File: config.mk
export PLATFORM = sky130hd
export DESIGN_NAME = component_reg_bank
export DESIGN_NICKNAME = d
export VERILOG_FILES = /design/src/rtl/component_reg_bank_pkg.sv /design/src/rtl/component_reg_bank.sv
export SDC_FILE = /design/constraint.sdc
export NUM_CORES = 1
export LEC_CHECK = 0
export ABC_AREA = 1
export BUFFER_PORTS_ARGS = -buffer_cell sky130_fd_sc_hd__buf_2
export CAP_MARGIN = 10
export CORE_ASPECT_RATIO = 1.1
export CORE_MARGIN = 2
export CORE_UTILIZATION = 40
export CTS_CLUSTER_DIAMETER = 150
export DETAILED_ROUTE_END_ITERATION = 10
export PLACE_DENSITY = 0.82
export SLEW_MARGIN = 20
export SYNTH_ARGS = -nofsm -noshare
export SYNTH_HDL_FRONTEND = slang
export SYNTH_SLANG_ARGS = --single-unit
export TNS_END_PERCENT = 100
File: constraint.sdc
create_clock -name clk -period 2.3 [get_ports clk]
set_input_delay 0.46 -clock clk [delete_from_list [all_inputs] [get_ports clk]]
set_output_delay 0.46 -clock clk [all_outputs]
set_load 0.01 [all_outputs]
File: src/rtl/component_reg_bank_pkg.sv
// Register layout, bus masks and FSM encoding for component_reg_bank.
// The version field is constant hardware identification and is never writable.
package my_registers;

  typedef struct packed {
    logic [15:0] major;
    logic [15:0] minor;
  } version_register_t;

  // Word 0 is the version field, word 1 is the writable control word.
  typedef struct packed {
    logic [31:0]       control;
    version_register_t version;
  } component_registers_t;

  localparam int REGISTER_BITS = $bits(component_registers_t);

  typedef logic [REGISTER_BITS-1:0] register_bits_t;

  typedef enum logic [0:0] {
    BANK_IDLE = 1'b0,
    BANK_RESP = 1'b1
  } bank_state_e;

  localparam component_registers_t reg_read_mask = '{
    version: '{major: '1, minor: '1},
    default: '1
  };

  localparam component_registers_t reg_write_mask = '{
    version: '{major: '0, minor: '0},
    default: '1
  };

  localparam component_registers_t version_field_mask = '{
    version: '{major: '1, minor: '1},
    default: '0
  };

  localparam register_bits_t reg_read_mask_bits    = register_bits_t'(reg_read_mask);
  localparam register_bits_t reg_write_mask_bits   = register_bits_t'(reg_write_mask);
  localparam register_bits_t version_field_mask_bits = register_bits_t'(version_field_mask);

  // Flat image holding only the given version value in its field.
  function automatic register_bits_t place_version(input version_register_t v);
    component_registers_t img;
    img         = '0;
    img.version = v;
    return register_bits_t'(img);
  endfunction

endpackage

File: src/rtl/component_reg_bank.sv
// Bus-facing register bank: serves one 64-bit register image as DATA_WIDTH words
// over a valid/ready request/response bus and drives the live image to the datapath.
module component_reg_bank
  import my_registers::*;
#(
  parameter int                DATA_WIDTH  = 32,
  parameter int                ADDR_WIDTH  = 4,
  parameter register_bits_t    READ_MASK   = reg_read_mask_bits,
  parameter register_bits_t    WRITE_MASK  = reg_write_mask_bits,
  parameter register_bits_t    RESET_VALUE = '0,
  parameter version_register_t VERSION     = '0
) (
  input  logic                  clk,
  input  logic                  reset_n,
  input  logic                  req_valid,
  output logic                  req_ready,
  input  logic                  req_write,
  input  logic [ADDR_WIDTH-1:0] req_addr,
  input  logic [DATA_WIDTH-1:0] req_wdata,
  output logic                  rsp_valid,
  input  logic                  rsp_ready,
  output logic [DATA_WIDTH-1:0] rsp_rdata,
  output logic                  rsp_error,
  output component_registers_t  regs_out,
  output logic                  regs_wr_pulse
);

  localparam int NUM_WORDS = REGISTER_BITS / DATA_WIDTH;

  // Version bits are stripped from the write mask so no write can reach them.
  localparam register_bits_t WM_EFF      = WRITE_MASK & ~version_field_mask_bits;
  localparam register_bits_t IMAGE_RESET = (RESET_VALUE & ~version_field_mask_bits)
                                         | place_version(VERSION);

  bank_state_e             state_q, state_d;
  register_bits_t          image_q, image_d;
  logic [DATA_WIDTH-1:0]   rsp_rdata_q, rsp_rdata_d;
  logic                    rsp_error_q, rsp_error_d;
  logic                    wr_pulse_q, wr_pulse_d;

  logic                    in_range_s;
  logic [DATA_WIDTH-1:0]   rd_word_s;
  register_bits_t          wr_image_s;

  // Word mux for reads and masked merge for writes at the addressed word.
  always_comb begin
    rd_word_s  = '0;
    wr_image_s = image_q;
    in_range_s = ({1'b0, req_addr} < (ADDR_WIDTH + 1)'(NUM_WORDS));
    for (int w = 0; w < NUM_WORDS; w++) begin
      rd_word_s |= (req_addr == ADDR_WIDTH'(w))
                 ? (image_q[w*DATA_WIDTH +: DATA_WIDTH] & READ_MASK[w*DATA_WIDTH +: DATA_WIDTH])
                 : '0;
      wr_image_s[w*DATA_WIDTH +: DATA_WIDTH] = (req_addr == ADDR_WIDTH'(w))
                 ? ((image_q[w*DATA_WIDTH +: DATA_WIDTH] & ~WM_EFF[w*DATA_WIDTH +: DATA_WIDTH])
                   | (req_wdata & WM_EFF[w*DATA_WIDTH +: DATA_WIDTH]))
                 : image_q[w*DATA_WIDTH +: DATA_WIDTH];
    end
  end

  // Next-state logic: accept in IDLE, hold the response until the consumer takes it.
  always_comb begin
    state_d     = state_q;
    image_d     = image_q;
    rsp_rdata_d = rsp_rdata_q;
    rsp_error_d = rsp_error_q;
    wr_pulse_d  = 1'b0;
    case (state_q)
      BANK_IDLE: begin
        if (req_valid) begin
          state_d = BANK_RESP;
          if (!in_range_s) begin
            rsp_rdata_d = '0;
            rsp_error_d = 1'b1;
          end else if (req_write) begin
            image_d     = wr_image_s;
            wr_pulse_d  = 1'b1;
            rsp_rdata_d = '0;
            rsp_error_d = 1'b0;
          end else begin
            rsp_rdata_d = rd_word_s;
            rsp_error_d = 1'b0;
          end
        end else begin
          state_d = BANK_IDLE;
        end
      end
      BANK_RESP: begin
        if (rsp_ready) begin
          state_d = BANK_IDLE;
        end else begin
          state_d = BANK_RESP;
        end
      end
      default: begin
        state_d = BANK_IDLE;
      end
    endcase
  end

  // State, image and response registers.
  always_ff @(posedge clk or negedge reset_n) begin
    if (!reset_n) begin
      state_q     <= BANK_IDLE;
      image_q     <= IMAGE_RESET;
      rsp_rdata_q <= '0;
      rsp_error_q <= 1'b0;
      wr_pulse_q  <= 1'b0;
    end else begin
      state_q     <= state_d;
      image_q     <= image_d;
      rsp_rdata_q <= rsp_rdata_d;
      rsp_error_q <= rsp_error_d;
      wr_pulse_q  <= wr_pulse_d;
    end
  end

  assign req_ready     = (state_q == BANK_IDLE);
  assign rsp_valid     = (state_q == BANK_RESP);
  assign rsp_rdata     = rsp_rdata_q;
  assign rsp_error     = rsp_error_q;
  assign regs_out      = component_registers_t'(image_q);
  assign regs_wr_pulse = wr_pulse_q;

endmodule

* Word level (Yosys, flattened, before mapping)
Cells that the tools add are included.
Cells by class: order comparisons 1, eq/ne operators 1, multiplexer cells 11, bitwise logic cells 1, reductions and logical operators 2
Operator list (number):
- 32-bit 2-to-1 mux | 3
- 1-bit 2-to-1 mux | 7
- 5-bit AND reduction | 1
- 4-bit by 1-bit equality test with 1-bit output (second input constant) | 1
- 4-bit by 2-bit < comparator with 1-bit output (second input constant) | 1
- 1-bit case mux with 2 select lines | 1
- 2-bit AND reduction | 1
- 1-bit inverter | 1
Storage, ports and cells: register bits 67, bits of input ports 41, output and inout bits 100, word-level logic and storage cells 21

* Depth between registers and ports, before layout
Gate-level depths: netlist of the first run.
depth in word-level cells 4, depth in mapped cells 7, mapped depth without buffers 6

* Worst setup path before layout of the first run
OpenSTA, ideal clock, no wires.
path type input port to flip-flop, start point in req_addr[3], end point reg image_q[32] (netlist: regs_out[32]), library setup time 0.117 ns, arrival 1.149 ns, data required time 2.183 ns, path slack 1.035 ns, cell stages on the path 7, buffers on the path 1, path through nor2_1 > nand2_1 > nor2_4 > nand2_2 > buf_6 > nand2_1 > nand2_1
Between the ends: cells in the longest elaborated chain, start to end 2, elaborated cells on any way between the ends 3, those cells by class order compare (1); eq/ne (1); reduce/logical (1)
Ends and longest elaborated chain:
- from (decl) | line component_reg_bank.sv:18 | input logic [ADDR_WIDTH-1:0] req_addr,
- 4-bit by 2-bit < comparator with 1-bit output / 4-bit by 1-bit equality test with 1-bit output (equally long branches) | line component_reg_bank.sv:49, component_reg_bank.sv:54
- 5-bit AND reduction (no line) *
- to (signal assigned) | line component_reg_bank.sv:111 | image_q <= image_d;
- to (decl) | line component_reg_bank.sv:36 | register_bits_t image_q, image_d;
Mark *: on every way between the ends. The rest lies on a longest branch, timed or not. A chain may end at the register's enable or synchronous reset.

* Final worst setup path of the first run
start point reg state_q (netlist: rsp_valid), end point reg rsp_rdata_q[31] (netlist: rsp_rdata[31])
Between the ends: cells in the longest elaborated chain, start to end 2
Ends and longest elaborated chain:
- from (decl) | line component_reg_bank.sv:35 | bank_state_e state_q, state_d;
- from (signal assigned) | line component_reg_bank.sv:110 | state_q <= state_d;
- 1-bit inverter (no line)
- 2-bit AND reduction (no line)
- to (signal assigned) | line component_reg_bank.sv:112 | rsp_rdata_q <= rsp_rdata_d;
- to (decl) | line component_reg_bank.sv:37 | logic [DATA_WIDTH-1:0] rsp_rdata_q, rsp_rdata_d;
No other way between the ends.

==> results of run 1 <==
==> routing by layer <==
layer | share of wire [%] | routed length, um
met3 | 6.5 | 458
met4 | 1.3 | 91
met5 | 0 | 0
met2 | 51 | 3560
met1 | 42 | 2930
==> path summary, 6_finish.rpt <==
path                          startpoint             to  slack (ps)  depth (start not counted)
setup / recovery               rsp_valid  rsp_rdata[31]         790                          6
hold / removal                   reset_n   rsp_rdata[3]         170                          1
setup reg to reg               rsp_valid  rsp_rdata[31]         790                          6
hold reg to reg            rsp_rdata[14]  rsp_rdata[14]         480                          2
max in group asynchronous        reset_n      rsp_error        1500                          2
min in group clk               rsp_ready      rsp_valid         310                          2
==> critical path: stages, from the launching register on <==
cell	delay [ps]
dfrtp_1	390
inv_2	110
nand2_2	230
nor2_2	150
buf_4	330
nand3_1	140
nand2_1	90
==> flip-flops by register name, summed over array words and instances (netlist names) <==
signal,count
regs_out,32
rsp_rdata,32
regs_wr_pulse,1
rsp_error,1
rsp_valid,1
==> cell type report <==
class | count | area, sq um
sequential | 67 | 1680
multi-input combinational | 236 | 992
timing repair buffer | 115 | 618
fill | 699 | 3430
clock inverter | 5 | 77.6
clock buffer | 11 | 131
inverter | 3 | 11.3
tap | 85 | 106
==> stage by stage <==
step                total power [mW]  util (%)
global placement                1.78      48.3
global route                    2.95      51.3
detailed placement              1.79      48.3
finish                          2.81      51.3
floorplan                       1.61         -
CTS                             2.84      51.3
==> kinds of logic after synthesis <==
group | count (synthesis) | share of synthesized area, %
AO/OA/AOI/OAI | 2 | 0.343
AND/OR/NAND/NOR | 202 | 29.6
buffers and inverters | 54 | 12.5
other | 1 | 0.129
flip-flops | 67 | 57.5
==> power by group through the flow <==
stage          registers [mW]  logic [mW]  clock network [mW]
2_1_floorplan            1.42       0.191                   0
3_3_place_gp             1.38       0.395                   0
3_5_place_dp             1.38       0.406                   0
4_1_cts                  1.36       0.408                1.07
5_1_grt                  1.37       0.449                1.13
6_report                 1.36       0.400                1.04
==> cells in the final DEF (no fill, tap or decap) <==
cell and count:
nand2_1 129, buf_2 108, dfrtp_1 67, nand3_1 64, conb_1 32, clkbuf_8 9
buf_4 5, nor2_1 3, nand2_2 2, inv_1 2, nor2_2 2, bufinv_16 2
clkinv_2 2, clkbuf_1 2, buf_12 2, inv_2 1, o21ai_0 1, nand3_2 1
nor2_4 1, a21oi_1 1, clkinvlp_4 1
==> metrics.txt, run 1 <==
drt wl/cell=~13 um; Initial Util=41.4%; # diodes=0; initial antenna violation count=0; period utilisation layout=about two thirds; Clock Tree Buf Depth=2; fin crit period=1510 ps; switching part of the total=a little over a quarter; setup violators final=0; CTS tree=yes; top cells by area, synth=dfrtp_1 (57%), nand2_1 (17%), nand3_1 (11%); CP endpoint kind=flip-flop; vias per cell=4.73; maxcap violations=0; setup TNS=0 ps; die area=roughly 8000 sq um; run status=finished clean; CTS root buffer=clkbuf_8; finished layout cell area=3610 sq um; vias=~2,500; Mapped Area=2920 sq um; Core ar.=7050 sq um; Async SR Flop Fraction=100%; placed cell count=506; count of input and output buffers=108; RSZ-0062 raised after global routing=false; HP Class=input port to async pin; GRT Total Usage=18.1%; leak pwr=approximately 2.2 nW; Max FO, Critical Path=32; Die Width=85.4 um; CP Data Required Time=about 2600 ps; cell internal pwr=slightly above 2 mW; global route total overflow=0; fraction of layout cells with a size suffix above 1=31.1%; CTS Buf Count=9; WHS=174 ps; met3 Use GR=5.56%; Sequential Power Share=roughly 49%; Top FF cell, synth=dfrtp_1; Cell variety after synth=17; clock insertion delay at the later pin of the skew report=340 ps; Ys Warns=0; met2 Use GR=30.2%; Combinational Power Share=14.2%; First DRT Iteration DRCs=120; max-slew violations=0; global-route wire length before repair=roughly 11 mm; gpl congestion=0.741; maximum vdd drop=0.000460 V; Final ANT Viol Nets=0; area leader, netlist=dfrtp_1; Post-CTS Resized=0; Boundary Pins=roughly 140; Least-Margin Pin Slew=701 ps; clock share of power=37.2%; num rows=32; Post-CTS Hold Fix Bufs=0; WP data arrival=1780 ps; Post-CTS Setup Inserts=0; Post-synth EDFFs=0; TritonRoute pass-1 iters=4; H-Tree Level Count=3; Power Dens Cells=approximately 780 nW/um^2; most frequent cells after synthesis=nand2_1 (129), dfrtp_1 (67), nand3_1 (64); largest net degree at the start of global routing=39; most frequent cell after synthesis=nand2_1; die span in y=93.6 um; pre-CTS setup slack=577 ps; synthesized flop and latch total=67; number of global-route vias before repair=approximately 2,300; crit path kind=flip-flop to flip-flop; relative slew slack=~53%; post-route setup slack=792 ps; met1 GRT Util=22.1%; cells after synthesis=approximately 330; switching pwr=0.770 mW; Post-Layout Cell Count=~520; Reg clk slew, reported paths=70 ps; share of the synthesized area in the top cell type=57.5%; Worst Clk Skew=7.40 ps; post-synthesis sequential area ratio=57.5%; final hold vios=0; Post-Route WL=7.03 mm; Post-route DRC=0; global routing's busiest layer=met2; clock sinks=67; CP startpoint kind=flip-flop; number of nets in the layout=473; Peak Freq=663 MHz; synthesis-to-layout area growth=23.9%; Detail Placement HPWL=4.89 mm; Avg Inst Size Synth=8.95 sq um; placed cell areas=3400 sq um
No activity file was read; power rests on OpenSTA's default activity.
==> inputs of run 2 (changes only) <==
--- a/config.mk
+++ b/config.mk
@@ -5,7 +5,7 @@
 export SDC_FILE = /design/constraint.sdc
 export NUM_CORES = 1
 export LEC_CHECK = 0
-export ABC_AREA = 1
+export ABC_AREA = 0
 export BUFFER_PORTS_ARGS = -buffer_cell sky130_fd_sc_hd__buf_2
 export CAP_MARGIN = 10
 export CORE_ASPECT_RATIO = 1.1
@@ -13,7 +13,7 @@
 export CORE_UTILIZATION = 40
 export CTS_CLUSTER_DIAMETER = 150
 export DETAILED_ROUTE_END_ITERATION = 10
-export PLACE_DENSITY = 0.82
+export PLACE_DENSITY = 0.83
 export SLEW_MARGIN = 20
 export SYNTH_ARGS = -nofsm -noshare
 export SYNTH_HDL_FRONTEND = slang
==> constraint.sdc (replaced) <==
create_clock -name clk -period 1.54 [get_ports clk]
set_input_delay 0.308 -clock clk [delete_from_list [all_inputs] [get_ports clk]]
set_output_delay 0.308 -clock clk [all_outputs]
set_load 0.01 [all_outputs]
==> metrics.txt, run 2 <==
most frequent cells in the layout=buf_2 (108), dfrtp_1 (67), a22o_1 (32), conb_1 (32), mux2_2 (29) (was nand2_1 (129), buf_2 (108), dfrtp_1 (67)); period utilisation layout=94.7% (was 65.6%); clock sinks=67 (unchanged); Boundary Pins=141 (unchanged); most frequent cell after synthesis=dfrtp_1 (was nand2_1); number of nets in the layout=346 (was 473); global route total overflow=0 (unchanged); synthesized flop and latch total=67 (unchanged); cells after synthesis=185 (was 326); CP Data Required Time=1750 ps (was 2570 ps); First DRT Iteration DRCs=33 (was 120); Power Dens Cells=1150 nW/um^2 (was 776 nW/um^2); global-route wire length before repair=9.00 mm (was 11.2 mm); RSZ-0062 raised after global routing=false (unchanged); drt wl/cell=14.6 um (was 13.5 um); max-slew violations=0 (unchanged); CTS Buf Count=9 (unchanged); fillers=567 (was 699); number of global-route vias before repair=1,818 (was 2,349); Post-Route WL=5.69 mm (was 7.03 mm); TritonRoute pass-1 iters=4 (unchanged); final hold vios=0 (unchanged); HP Class=input port to flip-flop (was input port to async pin); switching part of the total=25.8% (was 27.4%); post-synthesis sequential area ratio=61.6% (was 57.5%); share of the synthesized area in the top cell type=61.6% (was 57.5%); Mapped Area=2720 sq um (was 2920 sq um); Peak Freq=686 MHz (was 663 MHz); synthesis-to-layout area growth=28.2% (was 23.9%); Initial Util=41.3% (was 41.4%); CP endpoint kind=flip-flop (unchanged); crit path kind=flip-flop to flip-flop (unchanged); H-Tree Level Count=3 (unchanged); Post-Layout Cell Count=390 (was 522); Clock Tree Buf Depth=2 (unchanged); Worst Clk Skew=11.1 ps (was 7.40 ps); Top FF cell, synth=dfrtp_1 (unchanged); largest net degree at the start of global routing=68 (was 39); top cells by area, synth=dfrtp_1 (62%), mux2_2 (12%), a22o_1 (10%) (was dfrtp_1 (57%), nand2_1 (17%), nand3_1 (11%)); Detail Placement HPWL=3.91 mm (was 4.89 mm); CP startpoint kind=flip-flop (unchanged); run status=finished clean (unchanged); fin crit period=1460 ps (was 1510 ps); commonest non-fill, non-tap cell in the layout=buf_2 (was nand2_1); num rows=31 (was 32); CTS root buffer=clkbuf_8 (unchanged); leak pwr=1.99 nW (was 2.23 nW); placed cell count=373 (was 506); Ys Warns=0 (unchanged); Reg clk slew, reported paths=60 ps (was 70 ps); area leader, netlist=dfrtp_1 (unchanged); vias=1,841 (was 2,469); maxcap violations=0 (unchanged); switching pwr=1.04 mW (was 0.770 mW); fin util=52.9% (was 51.3%); most frequent cells after synthesis=dfrtp_1 (67), buf_4 (35), a22o_1 (32) (was nand2_1 (129), dfrtp_1 (67), nand3_1 (64)); Post-route DRC=0 (unchanged); clock insertion delay at the later pin of the skew report=330 ps (was 340 ps); Combinational Power Share=15.2% (was 14.2%); die span in y=90.5 um (was 93.6 um); cell internal pwr=2.99 mW (was 2.04 mW); Sequential Power Share=50.5% (was 48.6%); Avg Inst Size Synth=14.7 sq um (was 8.95 sq um); gpl congestion=0.747 (was 0.741); WP data arrival=1670 ps (was 1780 ps); setup violators final=0 (unchanged); Final ANT Viol Nets=0 (unchanged); clock share of power=34.2% (was 37.2%); maximum vdd drop=0.000785 V (was 0.000460 V); initial antenna violation count=0 (unchanged); vias per cell=4.72 (was 4.73); Post-synth EDFFs=0 (unchanged); fraction of layout cells with a size suffix above 1=54.2% (was 31.1%); Async SR Flop Fraction=100% (unchanged); die area=7480 sq um (was 7990 sq um); count of input and output buffers=108 (unchanged); Core ar.=6590 sq um (was 7050 sq um); Die Width=82.7 um (was 85.4 um); Cell variety after synth=19 (was 17); CTS tree=yes (unchanged); Max FO, Critical Path=13 (was 32); GRT Total Usage=16.2% (was 18.1%); # diodes=0 (unchanged)
==> run 2: changes by cell type after synthesis, moves of 2 or more <==
| cell | change |
|---|---|
| clkbuf_1 | -2 |
| mux2_2 | +30 |
| nand2_2 | -2 |
| nor2_1 | -2 |
| buf_2 | -8 |
| nand3_1 | -64 |
| a22o_1 | +32 |
| mux2_1 | +2 |
| nor2_2 | -2 |
| nand2_1 | -128 |
==> run 2: timing repair <==
action / in CTS / in global routing
pin swaps: 1 / 1
buffers inserted: 2 / 1
gates cloned: 1 / 0
gates resized for setup: 6 / 0
hold buffers: 1 / 0
hold endpoints to repair: 66 / 0
endpoints found under the setup margin: 2 / 25
==> run 2: cell type report <==
class | instances | area (sq um) | share of cell area, %
clock inverter | 3 | 40.0 | 1.15
inverter | 2 | 7.51 | 0.215
clock buffer | 11 | 141 | 4.05
tap | 82 | 103 | 2.94
multi-input combinational | 105 | 857 | 24.6
timing repair buffer | 120 | 666 | 19.1
sequential | 67 | 1680 | 48.0
==> run 2: cell families after synthesis <==
kind of cell	count (synthesis)	share of synthesized area, %
mux	32	13.2
other cells	1	0.138
flops	67	61.6
compound gates	34	10.7
simple gates	7	2.62
buf+inv	44	11.8
==> run 2: worst paths after layout <==
kind                                from       endpoint  slack, ps  depth (start not counted)
max                            rsp_valid   regs_out[40]         80                          4
min in group asynchronous        reset_n  rsp_rdata[12]        530                          3
min                            rsp_ready      rsp_valid        180                          2
max reg2reg                    rsp_valid   regs_out[40]         80                          4
max in group asynchronous        reset_n   rsp_rdata[1]        740                          3
min reg2reg                rsp_rdata[19]  rsp_rdata[19]        500                          1
==> run 2: per-layer routing <==
metal  routed length, um  track usage (%)
met1                2310             19.8
met5                   0                0
met2                2890             26.3
met3                 364             4.30
met4                 123             7.38
==> run 2: worst max-delay path: stages, from the launching register on <==
cell and delay (ps):
dfrtp_1 370, nand2b_4 160, nor3_4 230, buf_6 220, mux2_2 350
==> run 2: power groups by stage <==
stage / Clock (mW) / Sequential, mW / Combinational, mW
floorplan: 0 / 2.13 / 0.275
global placement: 0 / 2.06 / 0.586
detailed placement: 0 / 2.07 / 0.604
CTS: 1.43 / 2.03 / 0.619
global route: 1.50 / 2.06 / 0.673
finish: 1.38 / 2.03 / 0.612
==> run 2: stage by stage <==
| step | worst slack [ps] | hold slack [ps] | TNS [ps] | power (mW) | area [sq um] |
|---|---|---|---|---|---|
| after floorplan | -105 | 12.4 | -3110 | 2.41 | 2840 |
| after global placement | -183 | 346 | -9300 | 2.64 | 3280 |
| after detailed placement | -231 | 355 | -11420 | 2.67 | 3280 |
| after CTS | -0.481 | 160 | -0.481 | 4.08 | 3530 |
| after global routing | 14.3 | 175 | 0 | 4.23 | 3490 |
| final | 82.3 | 176 | 0 | 4.02 | 3490 |
